==> config.mk <==
export PLATFORM = sky130hd
export DESIGN_NAME = jtag_dr_engine_flat
export DESIGN_NICKNAME = d
export VERILOG_FILES = /design/src/rtl/jtag_dr_pkg.sv /design/src/rtl/jtag_dr_engine_if.sv /design/src/rtl/jtag_req_hs.sv /design/src/rtl/jtag_dr_engine.sv /design/src/flat_wrapper.sv
export SDC_FILE = /design/constraint.sdc
export NUM_CORES = 1
export LEC_CHECK = 0
export CORE_ASPECT_RATIO = 1.4
export CORE_MARGIN = 5
export CORE_UTILIZATION = 52
export DETAILED_ROUTE_END_ITERATION = 12
export PLACE_DENSITY = 0.86
export SYNTH_ARGS = -nofsm -noshare
export SYNTH_HDL_FRONTEND = slang
export SYNTH_SLANG_ARGS = --single-unit
==> constraint.sdc <==
create_clock -name clk -period 2.2 [get_ports clk]
set_clock_uncertainty 0.15 [all_clocks]
set_input_delay 0.44 -clock clk [delete_from_list [all_inputs] [get_ports clk]]
set_output_delay 0.44 -clock clk [all_outputs]
set_load 0.05 [all_outputs]
==> src/rtl/jtag_dr_pkg.sv <==
// jtag_dr_pkg: shared IR codes and handshake state encoding for the virtual JTAG DR engine
package jtag_dr_pkg;
  localparam logic [1:0] IR_BYPASS = 2'b00;
  localparam logic [1:0] IR_ADDR   = 2'b01;
  localparam logic [1:0] IR_WRITE  = 2'b10;
  localparam logic [1:0] IR_READ   = 2'b11;
  typedef enum logic [1:0] {
    HS_IDLE  = 2'b00,
    HS_REQ   = 2'b01,
    HS_ACKLO = 2'b10
  } hs_state_t;
endpackage

==> src/rtl/jtag_dr_engine_if.sv <==
// jtag_dr_engine_if: four-phase bus port between the DR engine (master) and the CDC block (slave)
interface jtag_dr_engine_if #(parameter int W = 32);
  logic         bus_req;
  logic         bus_we;
  logic [W-1:0] bus_addr;
  logic [W-1:0] bus_wdata;
  logic         bus_ack;
  logic [W-1:0] bus_rdata;
  modport master (output bus_req, bus_we, bus_addr, bus_wdata, input bus_ack, bus_rdata);
  modport slave  (input bus_req, bus_we, bus_addr, bus_wdata, output bus_ack, bus_rdata);
endinterface

==> src/rtl/jtag_req_hs.sv <==
// jtag_req_hs: four-phase request/acknowledge FSM; done/done_rd strobe on the edge that accepts ack
module jtag_req_hs
  import jtag_dr_pkg::*;
(
  input  logic clk,
  input  logic rst_n,
  input  logic start,
  input  logic we,
  input  logic bus_ack,
  output logic bus_req,
  output logic busy,
  output logic done,
  output logic done_rd
);
  hs_state_t state;
  logic      we_q;
  always_ff @(posedge clk or negedge rst_n) begin
    if (!rst_n) begin
      state   <= HS_IDLE;
      bus_req <= 1'b0;
      busy    <= 1'b0;
      we_q    <= 1'b0;
    end else begin
      unique case (state)
        HS_IDLE: if (start) begin
          state   <= HS_REQ;
          bus_req <= 1'b1;
          busy    <= 1'b1;
          we_q    <= we;
        end
        HS_REQ: if (bus_ack) begin
          state   <= HS_ACKLO;
          bus_req <= 1'b0;
        end
        HS_ACKLO: if (!bus_ack) begin
          state <= HS_IDLE;
          busy  <= 1'b0;
        end
        default: begin
          state   <= HS_IDLE;
          bus_req <= 1'b0;
          busy    <= 1'b0;
        end
      endcase
    end
  end
  assign done    = (state == HS_REQ) && bus_ack;
  assign done_rd = done && !we_q;
endmodule

==> src/rtl/jtag_dr_engine.sv <==
// jtag_dr_engine: virtual JTAG user-side DR chains turning update-DR into single bus transactions
// Optional JTAG_AUTOINC_EN: bus_addr advances by ADDR_STEP after each completed transaction.
module jtag_dr_engine
  import jtag_dr_pkg::*;
#(
  parameter int W         = 32,
  parameter int ADDR_STEP = 4
) (
  input  logic                    clk,
  input  logic                    rst_n,
  input  logic                    tdi,
  output logic                    tdo,
  input  logic [1:0]              ir_in,
  output logic [1:0]              ir_out,
  input  logic                    vs_cdr,
  input  logic                    vs_sdr,
  input  logic                    vs_udr,
  input  logic                    vs_uir,
  jtag_dr_engine_if.master        bus
);
`ifdef JTAG_AUTOINC_EN
  localparam logic AUTOINC = 1'b1;
`else
  localparam logic AUTOINC = 1'b0;
`endif
  logic [W-1:0] shreg;
  logic [W-1:0] rdata_q;
  logic         bypass;
  logic         overrun;
  logic         busy;
  logic         done;
  logic         done_rd;
  logic         start;
  logic         unused_ok;
  // ir_out is driven continuously, so update-IR needs no action of its own
  assign unused_ok = vs_uir;
  assign start     = vs_udr && ir_in[1];
  assign tdo       = (ir_in == IR_BYPASS) ? bypass : shreg[0];
  assign ir_out    = {busy, overrun};
  jtag_req_hs u_hs (
    .clk     (clk),
    .rst_n   (rst_n),
    .start   (start),
    .we      (ir_in == IR_WRITE),
    .bus_ack (bus.bus_ack),
    .bus_req (bus.bus_req),
    .busy    (busy),
    .done    (done),
    .done_rd (done_rd)
  );
  always_ff @(posedge clk or negedge rst_n) begin
    if (!rst_n) begin
      shreg         <= '0;
      bypass        <= 1'b0;
      rdata_q       <= '0;
      overrun       <= 1'b0;
      bus.bus_we    <= 1'b0;
      bus.bus_addr  <= '0;
      bus.bus_wdata <= '0;
    end else begin
      if (vs_cdr)
        shreg <= (ir_in == IR_ADDR)  ? bus.bus_addr  :
                 (ir_in == IR_WRITE) ? bus.bus_wdata :
                 (ir_in == IR_READ)  ? rdata_q       : shreg;
      if (vs_cdr && ir_in == IR_BYPASS)
        bypass <= 1'b0;
      if (vs_sdr) begin
        shreg  <= {tdi, shreg[W-1:1]};
        bypass <= tdi;
      end
      // any non-bypass update landing while busy is dropped and flagged
      if (vs_udr && ir_in != IR_BYPASS)
        overrun <= busy ? 1'b1 : (ir_in == IR_ADDR) ? 1'b0 : overrun;
      if (vs_udr && !busy && ir_in == IR_ADDR)
        bus.bus_addr <= shreg;
      else if (AUTOINC && done)
        bus.bus_addr <= bus.bus_addr + W'(ADDR_STEP);
      if (vs_udr && !busy && ir_in == IR_WRITE)
        bus.bus_wdata <= shreg;
      if (start && !busy)
        bus.bus_we <= (ir_in == IR_WRITE);
      if (done_rd)
        rdata_q <= bus.bus_rdata;
    end
  end
endmodule

==> src/flat_wrapper.sv <==
// flat-port wrapper written by rule: the top's interface ports become plain ports
module jtag_dr_engine_flat import jtag_dr_pkg::*;
#(
  parameter int W         = 32,
  parameter int ADDR_STEP = 4
)
  (clk, rst_n, tdi, tdo, ir_in, ir_out, vs_cdr, vs_sdr, vs_udr, vs_uir, bus_bus_req, bus_bus_we, bus_bus_addr, bus_bus_wdata, bus_bus_ack, bus_bus_rdata);
  jtag_dr_engine_if #(.W(W)) bus_i ();
  input  logic clk;
  input  logic rst_n;
  input  logic tdi;
  output logic tdo;
  input  logic [1:0] ir_in;
  output logic [1:0] ir_out;
  input  logic vs_cdr;
  input  logic vs_sdr;
  input  logic vs_udr;
  input  logic vs_uir;
  output wire logic [$bits(bus_i.bus_req)-1:0] bus_bus_req;
  output wire logic [$bits(bus_i.bus_we)-1:0] bus_bus_we;
  output wire logic [$bits(bus_i.bus_addr)-1:0] bus_bus_addr;
  output wire logic [$bits(bus_i.bus_wdata)-1:0] bus_bus_wdata;
  input wire logic [$bits(bus_i.bus_ack)-1:0] bus_bus_ack;
  input wire logic [$bits(bus_i.bus_rdata)-1:0] bus_bus_rdata;
  assign bus_bus_req = bus_i.bus_req;
  assign bus_bus_we = bus_i.bus_we;
  assign bus_bus_addr = bus_i.bus_addr;
  assign bus_bus_wdata = bus_i.bus_wdata;
  assign bus_i.bus_ack = bus_bus_ack;
  assign bus_i.bus_rdata = bus_bus_rdata;
  jtag_dr_engine #(.W(W), .ADDR_STEP(ADDR_STEP)) u_core (.clk(clk), .rst_n(rst_n), .tdi(tdi), .tdo(tdo), .ir_in(ir_in), .ir_out(ir_out), .vs_cdr(vs_cdr), .vs_sdr(vs_sdr), .vs_udr(vs_udr), .vs_uir(vs_uir), .bus(bus_i));
endmodule
---- Yosys cells after proc, flatten, opt, wreduce, memory -nomap -nowiden ----
Index checks and enable logic that the tools add are counted.
cells by class
  bitwise logic cells ..................... 2
  reductions and logical operators ........ 24
  eq/ne operators ......................... 8
  mux-type cells .......................... 19
operators with widths
  kind                                            number
  2-to-1 mux 32 bit                               5
  logical AND 1 bit                               9
  AND reduction 3 bit                             3
  2-to-1 mux 1 bit                                8
  nonzero test 2 bit                              4
  == test 2 bit (second input constant)           3
  2-to-1 mux 2 bit                                3
  one-hot mux 1 bit (3 select lines)              2
  one-hot mux 2 bit (3 select lines)              1
  AND reduction 2 bit                             3
  == test 2 x 1 -> 1 bit (second input constant)  2
  zero test 2 bit                                 2
  != test 2 bit (second input constant)           2
  nonzero test 4 bit                              1
  zero test 1 bit                                 2
  != test 2 x 1 -> 1 bit (second input constant)  1
  NOT 1 bit                                       2
storage, ports and cells
  word-level logic and storage cells ...... 64
  register bits after elaboration ......... 136
  output and inout bits ................... 69
  input bits .............................. 42

---- Logic depth before layout (Yosys ltp) ----
  depth in word-level cells ............... 6
  depth in mapped cells ................... 6
  depth with buffers taken out ............ 4

---- By module ----
From an unflattened synthesis, not the netlist that was laid out.
unflattened totals
  cells, all modules ...................... 467
  area total of the unflattened synthesis .. 6264.8 µm²
modules (own cells, without submodules)
  module          cells an instance  sequential area each (µm²)  area each (µm²)  times used
  jtag_dr_engine  443                3278.1                      6024.5           1
  jtag_req_hs     24                 125.1                       240.2            1

---- Worst setup path after synthesis ----
Ideal clock, no wire load.
  path type ............................... input to register
  from .................................... input ir_in[1]
  to ...................................... register u_core.bus.bus_wdata[10]
  setup time .............................. 0.125 ns
  buffers on the path ..................... 2
  required time ........................... 1.925 ns
  arrival time ............................ 1.536 ns
  stages on the path ...................... 5
  slack ................................... 0.389 ns
  cells stage by stage .................... buf_2 > nand2_1 > nor3_2 > buf_4 > mux2_2
between the ends
  word-level cells in the longest chain between the ends .. 2
ends and longest elaborated chain
  element               line                    text
  from (decl)           flat_wrapper.sv:13      input logic [1:0] ir_in;
  == test 2 bit         jtag_dr_engine.sv:78    if (vs_udr && !busy && ir_in == IR_WRITE)
  logical AND 1 bit     jtag_dr_engine.sv:78
  to (signal assigned)  jtag_dr_engine.sv:79    bus.bus_wdata <= shreg;
  to (decl)             jtag_dr_engine_if.sv:9  modport master (output bus_req, bus_we, bus_addr, bus_wdata, input bus_ack, bus_rdata);
Every way passes these cells.
A chain may end at the register's enable or synchronous reset.

---- Worst setup path after layout ----
  from .................................... register u_core.bus.bus_addr[27]
  to ...................................... output bus_bus_addr[27]
RTL lines
  element                 line                    text
  from (decl)             jtag_dr_engine_if.sv:9
  from (signal assigned)  jtag_dr_engine.sv:75    bus.bus_addr <= shreg;
  from (signal assigned)  jtag_dr_engine.sv:77    bus.bus_addr <= bus.bus_addr + W'(ADDR_STEP);
  to (decl)               flat_wrapper.sv:21      output wire logic [$bits(bus_i.bus_addr)-1:0] bus_bus_addr;
No word-level cell between the ends.

==> results by group <==
Outcome
  – Status: finished, final reports clean

GRT
  – First-pass GRT wire length: 25100 um
  – Largest net degree at the start of global routing: 72
  – Vias in the first global route: 4849
  – Initial antenna violation count: 0
  – Grt ovf: 0
  – GRT Overall Usage: 0.238

Timing
  – Fin crit period: 2.17 ns
  – Final setup vio count: 0
  – Setup ws final: 0.0278 ns
  – Fmax: 460 MHz
  – Crit share post-route: 0.987
  – Worst hold slack: 0.223 ns
  – Final hold vios: 0
  – RSZ-0062 raised after global routing: no
  – Worst-Margin Slew: 0.519 ns
  – Relative slew margins: 0.654
  – Max-slew violation count: 0

Synthesis
  – Cell with the most instances after synthesis: dfrtp_1
  – Top cell type's share of synthesized area: 0.583
  – Synth top area cells: dfrtp_1 (58%), mux2_2 (19%), a221o_1 (5.3%), nor2_1 (4.6%), nor4_1 (3.3%)
  – Main synth FF type: dfrtp_1
  – Synth area leader: dfrtp_1
  – Yosys cell types: 27
  – Synthesis-stage register bit count: 136
  – Mapped Area: 0.00584 mm2
  – Syn_area_per_cell: 12.4 um2
  – Ys Warns: 0
  – Syn Nets: 513
  – Asr flop ratio synth: 1.00
  – Part of the Yosys area used for sequential elements: 0.583
  – Number of synthesized flops with an enable pin: 0
  – Most frequent cells after synthesis: dfrtp_1 (136), mux2_2 (96), nor2_1 (71), a21oi_1 (33)
  – Synth Instances: 471

Finish
  – Share of cells above drive strength 1: 0.269
  – Nets: 627
  – P&R area growth vs syn: 34.5%
  – Ant. Diodes: 0
  – Final Instance Area: 0.00785 mm2

Hold path
  – Worst Hold Class: in2reg
  – WHS Path Cells: 2

Placed design
  – Area after DPL: 0.00721 mm2
  – PortBufs: 109
  – Gp weighted congestion: 0.798
  – Place WS: -0.138 ns
  – Post-detail-place hpwl: 9940 um

Power and ir drop
  – Static leakage: 3.89 nW
  – Pwr/cell area: 1360 mW/mm2
  – Max VDD drop: 0.619 mV

Floorplanning
  – Die X-Extent: 99.5 um
  – Die Y-Extent: 135 um
  – Area of the die: 0.0135 mm2
  – Rows: 45
  – Initial core utilization: 0.534
  – Core Box Area: 0.0109 mm2
  – # IOs: 111

Critical path
  – Crit. End Element: output pin
  – Max FO, Critical Path: 3
  – Cell family with most CP delay: buffers and inverters
  – Crit path DAT: 1.58 ns
  – Startpoint Class: flip-flop
  – Crit path cell chain: clkdlybuf4s50_1
  – R2R depth: 3
  – Worst EP required: 1.61 ns
  – Critical path depth in cells: 1
  – Crit path largest cell delay: 0.81 ns
  – CP Buf/Inv Count: 1
  – CP max-delay cell: clkdlybuf4s50_1
  – Crit path kind: reg2out

Clock tree
  – Total CTS buffers: 17
  – Clk_lat worst skew: 0.41 ns
  – CTS tree: yes
  – Reg clk slew, reported paths: 0.06 ns
  – CTS Buffer Depth: 2
  – H-tree depth: 4
  – Num Clock Sinks: 136
  – Root Buffer: clkbuf_16

Flow run
  – Max_cap viols: 0

Routing
  – Vias: 4502
  – Drt total wl: 15400 um
  – DRT iter0 DRCs: 349
  – Routed len/inst: 20.9 um
  – DR pass1 iterations: 5
  – DRT antenna net count: 0
  – Residual DRC: 0
  – Vias per cell: 6.09
[final timing paths]
kind / endpoint / start / slack, ns
max reg2reg: u_core.bus.bus_addr[3]$_DFFE_PN0P_ / u_core.u_hs.busy$_DFFE_PN0P_ / 0.36
min in group asynchronous: u_core.rdata_q[16]$_DFFE_PN0P_ / rst_n / 0.25
max: bus_bus_addr[27] / u_core.bus.bus_addr[27]$_DFFE_PN0P_ / 0.03
max in group asynchronous: u_core.shreg[30]$_DFFE_PN0P_ / rst_n / 1.05
min: u_core.u_hs.we_q$_DFFE_PN0P_ / ir_in[0] / 0.22
min reg2reg: u_core.u_hs.bus_req$_DFFE_PN0P_ / u_core.u_hs.bus_req$_DFFE_PN0P_ / 0.35
[registers in the layout, indices dropped and copies added, names as in the netlist]
name / cells
u_core.u_hs.we_q: 1
u_core.bypass: 1
u_core.shreg: 32
u_core.bus.bus_we: 1
u_core.u_hs.bus_req: 1
u_core.u_hs.state: 2
u_core.rdata_q: 32
u_core.u_hs.busy: 1
u_core.overrun: 1
u_core.bus.bus_wdata: 32
u_core.bus.bus_addr: 32
[cell type report]
cell class              count  area [um2]
clock inverters             8         165
multi-input cells         293        2280
fillers                   741        3070
clock buffers              24         492
well taps                 141         176
inverters                   2        7.51
repair buffers            135        1330
flip-flops and latches    136        3400
[where the power goes]
group	switching (W)	internal (W)	leakage, nW	total (W)
Clock	0.00102	0.00213	0.324	0.00314
Sequential	0.000738	0.00334	1.75	0.00408
Combinational	0.00211	0.00131	1.82	0.00342
[per-stage QoR]
step	instances	total power (W)	setup TNS [ns]	util
after detailed placement	706	0.00770	-3.84	0.660
final	739	0.0106	0	0.719
after CTS	739	0.0107	0	0.716
after global placement	706	0.00755	-2.10	0.660
after floorplan	471	0.00632	0	-
after global routing	739	0.0111	0	0.719
[cell usage in the layout (no fill, tap or decap), types with 5 or more instances in the layout]
master and count:
a21oi_1 33, a221o_1 31, buf_12 7, buf_4 21
bufinv_16 5, clkbuf_16 17, clkdlybuf4s50_1 39, dfrtp_1 136
dlygate4sd2_1 51, dlymetal6s2s_1 13, mux2_2 96, nand2_1 8
nor2_1 70, nor4_1 31
[logic make-up after synthesis]
family / Yosys count / synth area share
multiplexers: 99 / 0.191
XOR/XNOR: 2 / 0.00300
buffers and inverters: 42 / 0.0369
AND/OR/NAND/NOR: 120 / 0.0960
flip-flops: 136 / 0.583
AO/OA/AOI/OAI: 72 / 0.0900
[repair_timing]
item	4_1_cts	5_1_grt
hold endpoints to repair	129	0
setup buffers	0	0
setup endpoints to repair	51	13
cloned	0	0
resized for setup	51	13
hold buffers	1	0
[per-layer routing]
metal / wire length [um] / part of all wire / global-route usage / vias to the layer above
met5: 0 / 0 / 0 / -
met4: 553 / 0.036 / 0.128 / 0
met2: 8130 / 0.53 / 0.405 / 234
met1: 5790 / 0.38 / 0.277 / 2265
met3: 964 / 0.062 / 0.0562 / 53
li1: - / - / - / 1950
(Power assumes the default switching activity.)
==> RTL edit 1: new RTL, same settings <==
Make the reset (`rst_n`) synchronous in 2 clocked blocks.
--- a/src/rtl/jtag_req_hs.sv
+++ b/src/rtl/jtag_req_hs.sv
@@ -14,7 +14,7 @@
 );
   hs_state_t state;
   logic      we_q;
-  always_ff @(posedge clk or negedge rst_n) begin
+  always_ff @(posedge clk) begin
     if (!rst_n) begin
       state   <= HS_IDLE;
       bus_req <= 1'b0;
--- a/src/rtl/jtag_dr_engine.sv
+++ b/src/rtl/jtag_dr_engine.sv
@@ -48,7 +48,7 @@
     .done    (done),
     .done_rd (done_rd)
   );
-  always_ff @(posedge clk or negedge rst_n) begin
+  always_ff @(posedge clk) begin
     if (!rst_n) begin
       shreg         <= '0;
       bypass        <= 1'b0;
Behaviour: differs if rst_n is asserted again (counterexample within 4 cycles, from zero or initial values and one cycle with rst_n low); with rst_n held inactive, the same outputs for 4 cycles.
==> RTL edit 1 against the unedited design <==
Sequential share of layout area shrank 7.0 points; utilization shrank 1.9 points; sequential cell count is the same; die area shrank 3.6%; synthesized area shrank 3.9%; cell area shrank 4.7%; setup slack lost 4.5 ps; routed wire length grew 8.9%; critical path depth is the same; final cell count grew 27%.
Power is not compared: it rests on default switching activity, and its combinational part moved more than twofold at a synthesized area within 25%.
==> RTL edit 1: results (changes against the unedited design) <==
* Outcome: completed (unchanged)
* Worst Hold Path EP: u_core.bypass$_SDFFE_PN0P_ (was u_core.u_hs.we_q$_DFFE_PN0P_)
* Adder and majority gate portion of the synthesized area at 0% (unchanged)
* Reg2Reg Launch Point: u_core.u_hs.busy$_SDFFE_PN0P_ (was u_core.u_hs.busy$_DFFE_PN0P_)
* Worst Path Arrival at 1590 ps
* Post-CTS Setup Repair Bufs at 0 (unchanged)
* Leakage at 3.09 nW
* Post-synthesis cell count at 690 (was 471)
* Cells after DPL at 905 (was 706)
* R2r setup slk at 600 ps (was 360 ps)
* WL/cell at 18.0 um (was 20.9 um)
* Synth unique cells at 33 (was 27)
* Reg2reg path depth at 4 (was 3)
* Met2 wire length at 8510 um (was 8130 um)
* FILL cells at 803 (was 741)
* Total Routing Usage GR at 25.6% (was 23.8%)
* Initial DRC Count at 490 (was 349)
* Largest net degree at the start of global routing at 79 (was 72)
* Hold_ws at 287 ps (was 223 ps)
* Hold Path Cell Cnt at 3 (was 2)
* Crit path max-delay family: buffers and inverters (unchanged)
* Mux cell area share after synthesis at 0.201% (was 19.1%)
* Post-Syn Nets at 732 (was 513)
* Layout cell share with drive strength beyond 1 at 10.1% (was 26.9%)
* Vias in the first global route at 5,760 (was 4,849)
* Layout area overhead at 33.4% (was 34.5%)
* Synth Area in XOR/XNOR at 0.446% (was 0.300%)
* Resized cells post-CTS at 37 (was 51)
* Met3 global-route usage at 7.12% (was 5.62%)
* N_diodes at 0 (unchanged)
* Final HPWL DP at 10,800 um (was 9940 um)
* Setup ws final at 23.2 ps (was 27.8 ps)
* GR Layer Usage met2 at 43.7% (was 40.5%)
* Max VDD drop at 0.547 mV
* Final Non-Filler Cells at 936 (was 739)
* Post-synth ARST share at 0% (was 100%)
* Synth top cells by count: 193 x nand2_1, 136 x dfxtp_1, 131 x a21oi_1 (was 136 x dfrtp_1, 96 x mux2_2, 71 x nor2_1)
* Synth Flop Type: dfxtp_1 (was dfrtp_1)
* Crit path largest cell delay at 810 ps (about the same)
* Compound-gate portion of the synthesized area at 25.8% (was 9.00%)
* RD Place Congestion at 0.865 (was 0.798)
* Routed vias at 5,699 (was 4,502)
* Critical Path Source: u_core.bus.bus_wdata[3]$_SDFFE_PN0P_ (was u_core.bus.bus_addr[27]$_DFFE_PN0P_)
* DR WL met3 at 1440 um (was 964 um)
* Post-synthesis sequential area ratio at 48.5% (was 58.3%)
* Placement Cell Area at 6890 sq um (was 7210 sq um)
* Worst-Margin Slew at 512 ps (was 519 ps)
* Hold_sp: vs_sdr (was ir_in[0])
* GR Util met1 at 28.6% (was 27.7%)
* Wl on met1 at 6200 um (was 5790 um)
* Largest cells by area after synthesis: dfxtp_1 49%, nand2_1 13%, a21oi_1 12% (was dfrtp_1 58%, mux2_2 19%, a221o_1 5.3%)
* Dpl ws at 60.4 ps (was -138 ps)
* RR Endpoint: u_core.bus.bus_wdata[17]$_SDFFE_PN0P_ (was u_core.bus.bus_addr[3]$_DFFE_PN0P_)
* Global-route wire length before repair at 27,200 um (was 25,100 um)
* Nets@finish at 825 (was 627)
## RTL edit 1: power by group
part | internal (mW) | switching [mW]
Combinational | 0.226 | 0.334
Sequential | 2.51 | 0.0482
Clock | 1.76 | 1.06
## RTL edit 1: final cells by class
type | instances | area share, %
Clock buffer | 18 | 5.74
Clock inverter | 13 | 2.09
Inverter | 2 | 0.117
Multi-Input combinational cell | 484 | 35.0
Sequential cell | 136 | 36.4
Tap cell | 141 | 2.36
Timing Repair Buffer | 142 | 18.3
## RTL edit 1: worst max path at each step
stage / endpoint / slack (ps) / depth (start not counted)
floorplan: tdo / 280 / 4
global placement: u_core.bus.bus_addr[6]$_SDFFE_PN0P_ / 140 / 5
detailed placement: u_core.bus.bus_addr[0]$_SDFFE_PN0P_ / 60 / 5
global route: bus_bus_wdata[3] / 0.5 / 1
CTS: bus_bus_wdata[25] / 0.8 / 1
finish: bus_bus_wdata[3] / 20 / 1
==> RTL edit 2: new RTL, same flow settings <==
Made on the original files. The option `JTAG_AUTOINC_EN` is turned on by a define.
--- a/src/rtl/jtag_dr_engine.sv
+++ b/src/rtl/jtag_dr_engine.sv
@@ -1,5 +1,7 @@
 // jtag_dr_engine: virtual JTAG user-side DR chains turning update-DR into single bus transactions
 // Optional JTAG_AUTOINC_EN: bus_addr advances by ADDR_STEP after each completed transaction.
+`define JTAG_AUTOINC_EN
+
 module jtag_dr_engine
   import jtag_dr_pkg::*;
 #(
Formal check against the unedited RTL: not equivalent (Yosys sat finds a counterexample within 4 cycles, from zero or initial values and one cycle with rst_n low).
==> RTL edit 2 against the unedited design <==
Total power up 24%; setup slack better by 31 ps; synthesized area up 14%; final cell count up 29%; combinational power up 66%; first-iteration DRC count up 17%; global-route usage up 1.5 points; cell area up 11%; sequential cell count unchanged; routed wire length up 21%; highest routed layer unchanged.
==> RTL edit 2: results (changes against the unedited design) <==
* Outcome: completed (unchanged)
* Synth Area in XOR/XNOR at 1.71% (was 0.300%)
* Clock network area share at 6.48% (was 8.37%)
* Slowest CP cell: or4_4 (was clkdlybuf4s50_1)
* FILL cells at 862 (was 741)
* DR WL met3 at 1090 um (was 964 um)
* Combinational power share at 43.0% (was 32.1%)
* Non-Clock Inverter Count at 6 (was 2)
* Total Routing Usage GR at 25.3% (was 23.8%)
* Compound-gate portion of the synthesized area at 15.1% (was 9.00%)
* Post-Syn Nets at 698 (was 513)
* Hold_sp: u_core.bus.bus_we$_DFFE_PN0P_ (was ir_in[0])
* Bufs w/o clock at 163 (was 135)
* Clock power share at 20.8% (was 29.5%)
* Adder and majority gate portion of the synthesized area at 0.188% (was 0%)
* Worst Path Arrival at 2280 ps (was 1580 ps)
* Resized cells post-CTS at 26 (was 51)
* Met3 global-route usage at 5.84% (was 5.62%)
* WL/cell at 19.5 um (was 20.9 um)
* Layout area overhead at 31.6% (was 34.5%)
* Wl on met1 at 7000 um (was 5790 um)
* Clock Buffer Count at 20 (was 24)
* Switching share of power at 44.9% (was 36.3%)
* GR Layer Usage met2 at 45.3% (was 40.5%)
* Worst Hold Path EP: u_core.bus.bus_we$_DFFE_PN0P_ (was u_core.u_hs.we_q$_DFFE_PN0P_)
* Met2 wire length at 10,000 um (was 8130 um)
* Layout cell share with drive strength beyond 1 at 28.3% (was 26.9%)
-- RTL edit 2: logic make-up (layout without fill, tap and decap cells) --
family | count (synthesis) | count (layout)
compound gates | 153 | 153
mux | 68 | 68
simple gates | 229 | 229
buf+inv | 55 | 201
flops | 136 | 136
xor+xnor | 13 | 13
fa+ha+maj | 1 | 1
-- RTL edit 2: how the worst max path moves through the flow --
stage | startpoint | endpoint | slack [ps]
2_1_floorplan | u_core.bus.bus_addr[6]$_DFFE_PN0P_ | u_core.bus.bus_addr[20]$_DFFE_PN0P_ | -80
3_3_place_gp | bus_bus_ack | u_core.bus.bus_addr[26]$_DFFE_PN0P_ | -290
3_5_place_dp | bus_bus_ack | u_core.bus.bus_addr[28]$_DFFE_PN0P_ | -390
4_1_cts | u_core.bus.bus_wdata[22]$_DFFE_PN0P_ | bus_bus_wdata[22] | 1
5_1_grt | bus_bus_ack | u_core.bus.bus_addr[26]$_DFFE_PN0P_ | 0.1
6_report | bus_bus_ack | u_core.bus.bus_addr[26]$_DFFE_PN0P_ | 60
